--- config.mk ---
export PLATFORM = sky130hd
export DESIGN_NAME = pulse_gen
export DESIGN_NICKNAME = d
export VERILOG_FILES = /design/src/rtl/pulse_gen.sv
export SDC_FILE = /design/constraint.sdc
export NUM_CORES = 1
export LEC_CHECK = 0
export ABC_AREA = 1
export CORE_ASPECT_RATIO = 1.1
export CORE_MARGIN = 2
export CORE_UTILIZATION = 40
export DETAILED_ROUTE_END_ITERATION = 8
export GPL_ROUTABILITY_DRIVEN = 0
export PLACE_DENSITY = 0.66
export SLEW_MARGIN = 20
export SYNTH_ARGS = -nofsm -noshare
export SYNTH_HDL_FRONTEND = slang
export SYNTH_SLANG_ARGS = --single-unit
--- constraint.sdc ---
create_clock -name sysclk -period 1.6 [get_ports sysclk]
set_input_delay 0.16 -clock sysclk [delete_from_list [all_inputs] [get_ports sysclk]]
set_output_delay 0.16 -clock sysclk [all_outputs]
set_load 0.05 [all_outputs]
--- src/rtl/pulse_gen.sv ---
// pulse_gen: step/direction pulse generator for the six-axis stepper chain.
//
// It accepts one command at a time from the motion control block. The command
// is the triple {MotorOut, PulseNum, DROut}. For each command it:
//   - loads the selected motor's DIR bit,
//   - waits DIR_SETUP cycles,
//   - emits PulseNum step pulses on that motor's PUL line. Each pulse is
//     HALF_PERIOD cycles high, then HALF_PERIOD cycles low.
// A command is accepted only when the triple has changed since the last move.
//
// Ports:
//   sysclk    in  1   system clock
//   rst       in  1   synchronous reset, active low
//   MotorOut  in  6   one-hot motor select
//   PulseNum  in  10  number of step pulses, 0..1023
//   DROut     in  6   direction vector (1 = reverse), selected bit used
//   Busy      out 1   high while a move executes
//   PUL       out 6   step pulse lines
//   DIR       out 6   direction lines, held between moves
//   Done      out 1   one-cycle strobe at the end of the last low phase
module pulse_gen #(
  parameter int unsigned HALF_PERIOD = 2500,
  parameter int unsigned DIR_SETUP   = 250
) (
  input  logic       sysclk,
  input  logic       rst,
  input  logic [5:0] MotorOut,
  input  logic [9:0] PulseNum,
  input  logic [5:0] DROut,
  output logic       Busy,
  output logic [5:0] PUL,
  output logic [5:0] DIR,
  output logic       Done
);

  localparam int unsigned NM = 6;   // motors
  localparam int unsigned NW = 10;  // pulse count width
  localparam int unsigned PW = 16;  // phase counter width

  localparam logic [PW-1:0] SETUP_LOAD = PW'(DIR_SETUP - 1);
  localparam logic [PW-1:0] HALF_LOAD  = PW'(HALF_PERIOD - 1);

  typedef enum logic [1:0] {
    IDLE,
    SETUP,
    HIGH,
    LOW
  } state_t;

  state_t        state;
  logic [NM-1:0] mot_q;
  logic [NW-1:0] num_q;
  logic [NM-1:0] dr_q;
  logic [NW-1:0] pulse_cnt;
  logic [PW-1:0] phase;

  logic onehot_c;
  logic changed_c;
  logic accept_c;

  // Command qualification: a new, well-formed triple is required.
  // The upstream block holds its outputs between moves, so a triple that
  // matches the last accepted one is never re-executed.
  assign onehot_c  = (MotorOut != '0) && ((MotorOut & (MotorOut - NM'(1))) == '0);
  assign changed_c = ({MotorOut, PulseNum, DROut} != {mot_q, num_q, dr_q});
  assign accept_c  = onehot_c && changed_c && (PulseNum != '0);

  // Sequencer: direction setup, then alternating high/low phases per pulse.
  always_ff @(posedge sysclk) begin
    if (!rst) begin
      state     <= IDLE;
      mot_q     <= '0;
      num_q     <= '0;
      dr_q      <= '0;
      pulse_cnt <= '0;
      phase     <= '0;
      Busy      <= 1'b0;
      PUL       <= '0;
      DIR       <= '0;
      Done      <= 1'b0;
    end else begin
      Done <= 1'b0;
      case (state)
        IDLE: begin
          if (accept_c) begin
            state     <= SETUP;
            Busy      <= 1'b1;
            mot_q     <= MotorOut;
            num_q     <= PulseNum;
            dr_q      <= DROut;
            // Only the selected motor's direction moves; the others hold.
            DIR       <= (DIR & ~MotorOut) | (DROut & MotorOut);
            phase     <= SETUP_LOAD;
            pulse_cnt <= '0;
          end
        end
        SETUP: begin
          if (phase == '0) begin
            state <= HIGH;
            PUL   <= mot_q;
            phase <= HALF_LOAD;
          end else begin
            phase <= phase - PW'(1);
          end
        end
        HIGH: begin
          if (phase == '0) begin
            state     <= LOW;
            PUL       <= '0;
            pulse_cnt <= pulse_cnt + NW'(1);
            phase     <= HALF_LOAD;
          end else begin
            phase <= phase - PW'(1);
          end
        end
        LOW: begin
          if (phase == '0) begin
            if (pulse_cnt == num_q) begin
              state <= IDLE;
              Busy  <= 1'b0;
              Done  <= 1'b1;
            end else begin
              state <= HIGH;
              PUL   <= mot_q;
              phase <= HALF_LOAD;
            end
          end else begin
            phase <= phase - PW'(1);
          end
        end
        default: state <= IDLE;
      endcase
    end
  end

endmodule

* Word level (Yosys, flattened, before mapping)
Cells that the tools add are included.
** Storage, ports and cells
- Flip-flop bits (word level) :: 64
- Bits of input ports :: 24
- Logic and storage cells :: 73
** Cells by class
- Add/sub/neg operators :: 3
- Eq/ne operators :: 12
- Multiplexer cells :: 24
- Bitwise logic cells :: 5
- Reductions and logical operators :: 19
** Operators by type and width (count)
- 2-to-1 mux 16 bit :: 4
- case mux 16 bit (3 select lines) :: 1
- 2-to-1 mux 6 bit :: 4
- inequality test 22 bit :: 1
- 2-to-1 mux 10 bit :: 2
- case mux 10 bit (2 select lines) :: 1
- AND 6 bit :: 3
- case mux 6 bit (3 select lines) :: 1
- zero test 16 bit :: 1
- subtractor 16 x 1 -> 16 bit, second input constant :: 1
- inequality test 2 bit, second input constant :: 6
- adder 10 x 1 -> 10 bit, second input constant :: 1
- equality test 10 bit :: 1
- 2-to-1 mux 2 bit :: 5
- nonzero test 10 bit :: 1
- case mux 2 bit (4 select lines) :: 1
- AND reduction 4 bit :: 2
- zero test 6 bit :: 1
- inverter 6 bit :: 1
- OR 6 bit :: 1
- AND reduction 3 bit :: 2
- nonzero test 6 bit :: 1
- subtractor 6 x 1 -> 6 bit, second input constant :: 1
- AND reduction 5 bit :: 1
- other kinds (11) :: 19

* Depth between registers and ports, before layout
- Depth after elaboration :: 8
- Gate-level depth with buffers :: 13

* Worst setup path after synthesis
Ideal clock, no wire load.
- Kind :: flip-flop to flip-flop
- Start point :: register phase[12]
- End point :: register PUL[0]
- Library setup time :: 0.119 ns
- Arrival time :: 1.391 ns
- Required time :: 1.481 ns
- Path slack :: 0.090 ns
- Stages on the path, launching flop included :: 11
- Cell sequence :: dfxtp_1 inv_1 nand2_1 or2_1 inv_2 nand3_2 nor2_1 nand2_1 buf_2 nand3_1 o21ai_1
** On the way
- Longest elaborated chain between the ends :: 3
** RTL lines
- start: declaration :: line 55 : logic [PW-1:0] phase;
- start signal: assignment :: line 103 : phase <= phase - PW'(1);
- start signal: assignment :: line 113 : phase <= phase - PW'(1);
- start signal: assignment :: line 128 : phase <= phase - PW'(1);
- zero test 16 bit * :: line 98, 107, 117
- inequality test 2 bit (no source line)
- AND reduction 5 bit (no source line) *
- end signal: assignment :: line 100 : PUL <= mot_q;
- end signal: assignment :: line 124 : PUL <= mot_q;
- end: declaration :: line 31 : output logic [5:0] PUL,
Mark *: on every way between the ends. The rest lies on a longest branch, timed or not.
A chain may end at the register's enable or synchronous reset.

* Final worst setup path
- Start point :: register dr_q[5]
- End point :: register pulse_cnt[8]
** On the way
- Longest elaborated chain between the ends :: 5
** RTL lines
- start: declaration :: line 53 : logic [NM-1:0] dr_q;
- start signal: assignment :: line 90 : dr_q <= DROut;
- inequality test 22 bit :: line 65 : assign changed_c = ({MotorOut, PulseNum, DROut} != {mot_q, num_q, dr_q});
- logical AND 1 bit (2 in series) :: line 66 : assign accept_c = onehot_c && changed_c && (PulseNum != '0);
- inequality test 2 bit (no source line)
- AND reduction 3 bit (no source line)
- end signal: assignment :: line 110 : pulse_cnt <= pulse_cnt + NW'(1);
- end: declaration :: line 54 : logic [NW-1:0] pulse_cnt;
Every way passes these cells.

==> impl_metrics.tcl <==
set metrics [dict create \
    worst_skew_pair.late_latency_ns 0.34 \
    fin_cells 838 \
    post_drt_via_cell_ratio 5.002 \
    power.static_leakage_nw 2.554 \
    synth.distinct_cells 40 \
    slew_headroom_pct 72.36 \
    main_combinational_cell_family_by_area_after_synthesis "simple AND/OR/NAND/NOR gates" \
    die-area_um2 10400 \
    path_clk_slew_ns 0.08 \
    final_worst_clock_skew_ns 0.01258 \
    fmaxAchievable_ghz 0.5764 \
    run_status "finished with violations" \
    regToRegSetupSlack_ns -0.14 \
    ys_seq_elements 64 \
    ant_nets 0 \
    critPathMaxFanout 5 \
    netlist_instances 563 \
    critical_path_max_stage_delay_ns 0.35 \
    violations "setup timing" \
    fp.dieH_um 106.8 \
    critical_path.startpoint_type "flop" \
    number_of_buffers_added_to_fix_hold_violations_after_cts 0 \
    timing.critical_path.mode_cell "nand2_1" \
    worstPathCellList "inv_1 -> nand2_1 -> nand2_1 -> nor2_1 -> nand2_1 -> nor2_1 -> nand3_1 -> nand2_2 -> clkinv_4 -> buf_6 -> nand2_8 -> nand2_4 -> nand2_2 -> a21oi_2" \
    initial_utilization_pct 41.06 \
    number_of_cell_instances_on_the_worst_register_to_register_path 14 \
    globalRouteMet2Util_pct 40.00 \
    synth-adder-area-share_pct 0.9775 \
    fin_crit_ns 1.735 \
    first_global_vias 4294 \
    synth.net_count 590 \
    grt_overflow 0 \
    synth-compound-area-share_pct 14.79 \
    cp_data_arrival_time_ns 1.95 \
    synth_warnings 0 \
    dpl_worst_slack_ns -0.4585 \
    htree_num_levels 3 \
    detail_route.first_pass.iterations 8 \
    grt_antenna_before_repair 0 \
    max_cap_viol_count 0 \
    grt-busiest-layer "met2" \
    io_pins 38 \
    period_utilisation_layout_pct 108.4 \
    report.final.slew_viol_count 0 \
    core-area_um2 9351 \
    tritoncts "done" \
    rsz0062_at_grt "yes" \
    count_of_clock_tree_sinks 64 \
    worst_slack_ns -0.1350 \
    row_count 37 \
    synthesis_to_finish_area_growth_pct 52.33 \
    tightestPinTransition_ns 0.4137 \
    via_count 4192 \
    postRouteWirelength_um 11310 \
    highest_count_cells_in_the_layout_ignoring_fill_and_taps "nand2_1 (130), buf_4 (122), inv_1 (55)" \
    post-place-cells 808 \
    gr-usage-met1_pct 24.61 \
    muxShareOfSynthArea_pct 0 \
    final_nets 743 \
    post_synth_and_or_nand_nor_area_fraction_pct 36.69 \
    worst_hold_path_type "input port to flop" \
    synth_sequential_area_ratio_pct 33.37 \
    criticalPathCategory "flop to flop" \
    syn-cell-area_um2 3840 \
    grt_max_degree 20 \
    diodes 0 \
    die-width_um 97.42 \
    first_pass_grt_wire_length_um 18650 \
    timing_hold_violations_final 0 \
    final_util_pct 62.55 \
    timing.hold.worst_path_depth 3 \
    crit_path_top_delay_cell "dfxtp_1" \
    average_detailed_routed_wire_length_per_instance_um 13.50 \
    synth_xor_xnor_area_share_pct 3.421 \
    timing.critical_path.required_ns 1.82 \
    grt.met3_usage_pct 4.759 \
    cts.root.buffer_cell "clkbuf_8" \
    numCtsBuffers 9 \
    final_layout_size_suffix_gt1_share_pct 43.00 \
    mostFrequentLayoutCell "nand2_1" \
    grt_usage_pct 21.54 \
    synth_async_sr_flop_share_pct 0 \
    cts_buffer_depth 2 \
    postSynthAreaPerCell_um2 6.820 \
    drt-initial-drc-count 280 \
    ir_worst_vdd_mv 0.6178 \
    ys_dominant_reg_cell "dfxtp_1" \
    remaining_drc_errors 0 \
    report.final.setup_viol 56 \
    detailed_place_hpwl_um 7995 \
    powerDensity_nw_per_um2 1142 \
    placement.io_buffers 37 \
    number_of_flops_mapped_to_enable_cells_by_yosys 0 \
    crit_path_end_kind "flop" \
]
## report_power, final
group	total (mW)	switching, mW	internal [mW]	leakage (nW)
clock	1.45	0.688	0.764	0.0949
combinational	3.37	1.85	1.52	1.93
sequential	1.86	0.109	1.75	0.528
total	6.68	2.65	4.03	2.55
## path summary, 6_finish.rpt
check,end,startpoint
worst max-delay path,pulse_cnt[8],dr_q[5]
worst min-delay path,num_q[7],PulseNum[7]
worst max register to register,pulse_cnt[8],dr_q[5]
worst min register to register,PUL[0],PUL[0]
## final cells by class
type                    count  area (um^2)
repair buffers            157         1350
flip-flops and latches     64         1308
inverters                  74        282.8
clock buffers              10        137.6
multi-input cells         410         2559
fillers                   783         3502
well taps                 117        146.4
clock inverters             6        66.31
## synthesized netlist by cell type, types with 3 or more instances
master | count | share of area [%]
nand2_1 | 148 | 14
dfxtp_1 | 64 | 33
inv_1 | 63 | 6.2
nand3_1 | 47 | 6.1
nor2_1 | 46 | 4.5
a21oi_1 | 29 | 3.8
a21oi_2 | 21 | 4.8
nand4_1 | 20 | 3.3
o21ai_1 | 17 | 2.2
xor2_1 | 10 | 2.3
inv_2 | 9 | 0.88
nand3_2 | 9 | 2.3
nand2_2 | 8 | 1.3
clkbuf_1 | 7 | 0.68
o21ai_0 | 6 | 0.78
o22ai_1 | 6 | 0.98
nor3_1 | 5 | 0.65
xnor2_1 | 5 | 1.1
buf_6 | 4 | 1.2
o21ai_2 | 4 | 0.91
a211oi_1 | 3 | 0.59
buf_1 | 3 | 0.29
ha_1 | 3 | 0.98
nor2_2 | 3 | 0.49
## state kept, by name (all words and copies together) (netlist names), 2 cells and up, named ones only
name       count
PUL            6
dr_q           6
mot_q          6
num_q         10
phase         16
pulse_cnt     10
state          2
## what timing repair did
action                     CTS  global route
setup endpoints to repair   62            62
buffers inserted             6             4
pin swaps                   21            13
gates resized for setup     58            79
cloned                       3             3
## cell families (layout without fill, tap and decap cells)
group	Yosys count	after routing
AOI/OAI and AO/OA	90	90
xor gates and xnor gates	15	15
adders and majority gates	3	3
buffers and inverters	92	247
DFF	64	64
and+or+nand+nor	299	302
## routing by layer
metal / wire, um / vias up
met3: 404 / 29
met2: 5801 / 97
met4: 266 / 0
li1: - / 2144
met5: 0 / -
met1: 4840 / 1922
## critical path: cells and delay by family (launching register included)
| family | cells | cell delay [ns] |
|---|---|---|
| and+or+nand+nor | 10 | 0.93 |
| DFF | 1 | 0.35 |
| buffers and inverters | 3 | 0.30 |
| AOI/OAI and AO/OA | 1 | 0.05 |
## per-stage QoR
stage	instance area (um^2)	power, mW	hold WS, ns	setup TNS (ns)
2_1_floorplan	3840	3.610	0.3169	0
3_3_place_gp	5057	4.765	0.4525	-22.47
3_5_place_dp	5057	4.831	0.4576	-23.09
4_1_cts	5490	6.483	0.3819	-0.4202
5_1_grt	5849	7.167	0.2105	-12.66
6_report	5849	6.682	0.1856	-4.286
Note: power is estimated with default switching activity, not from simulation.
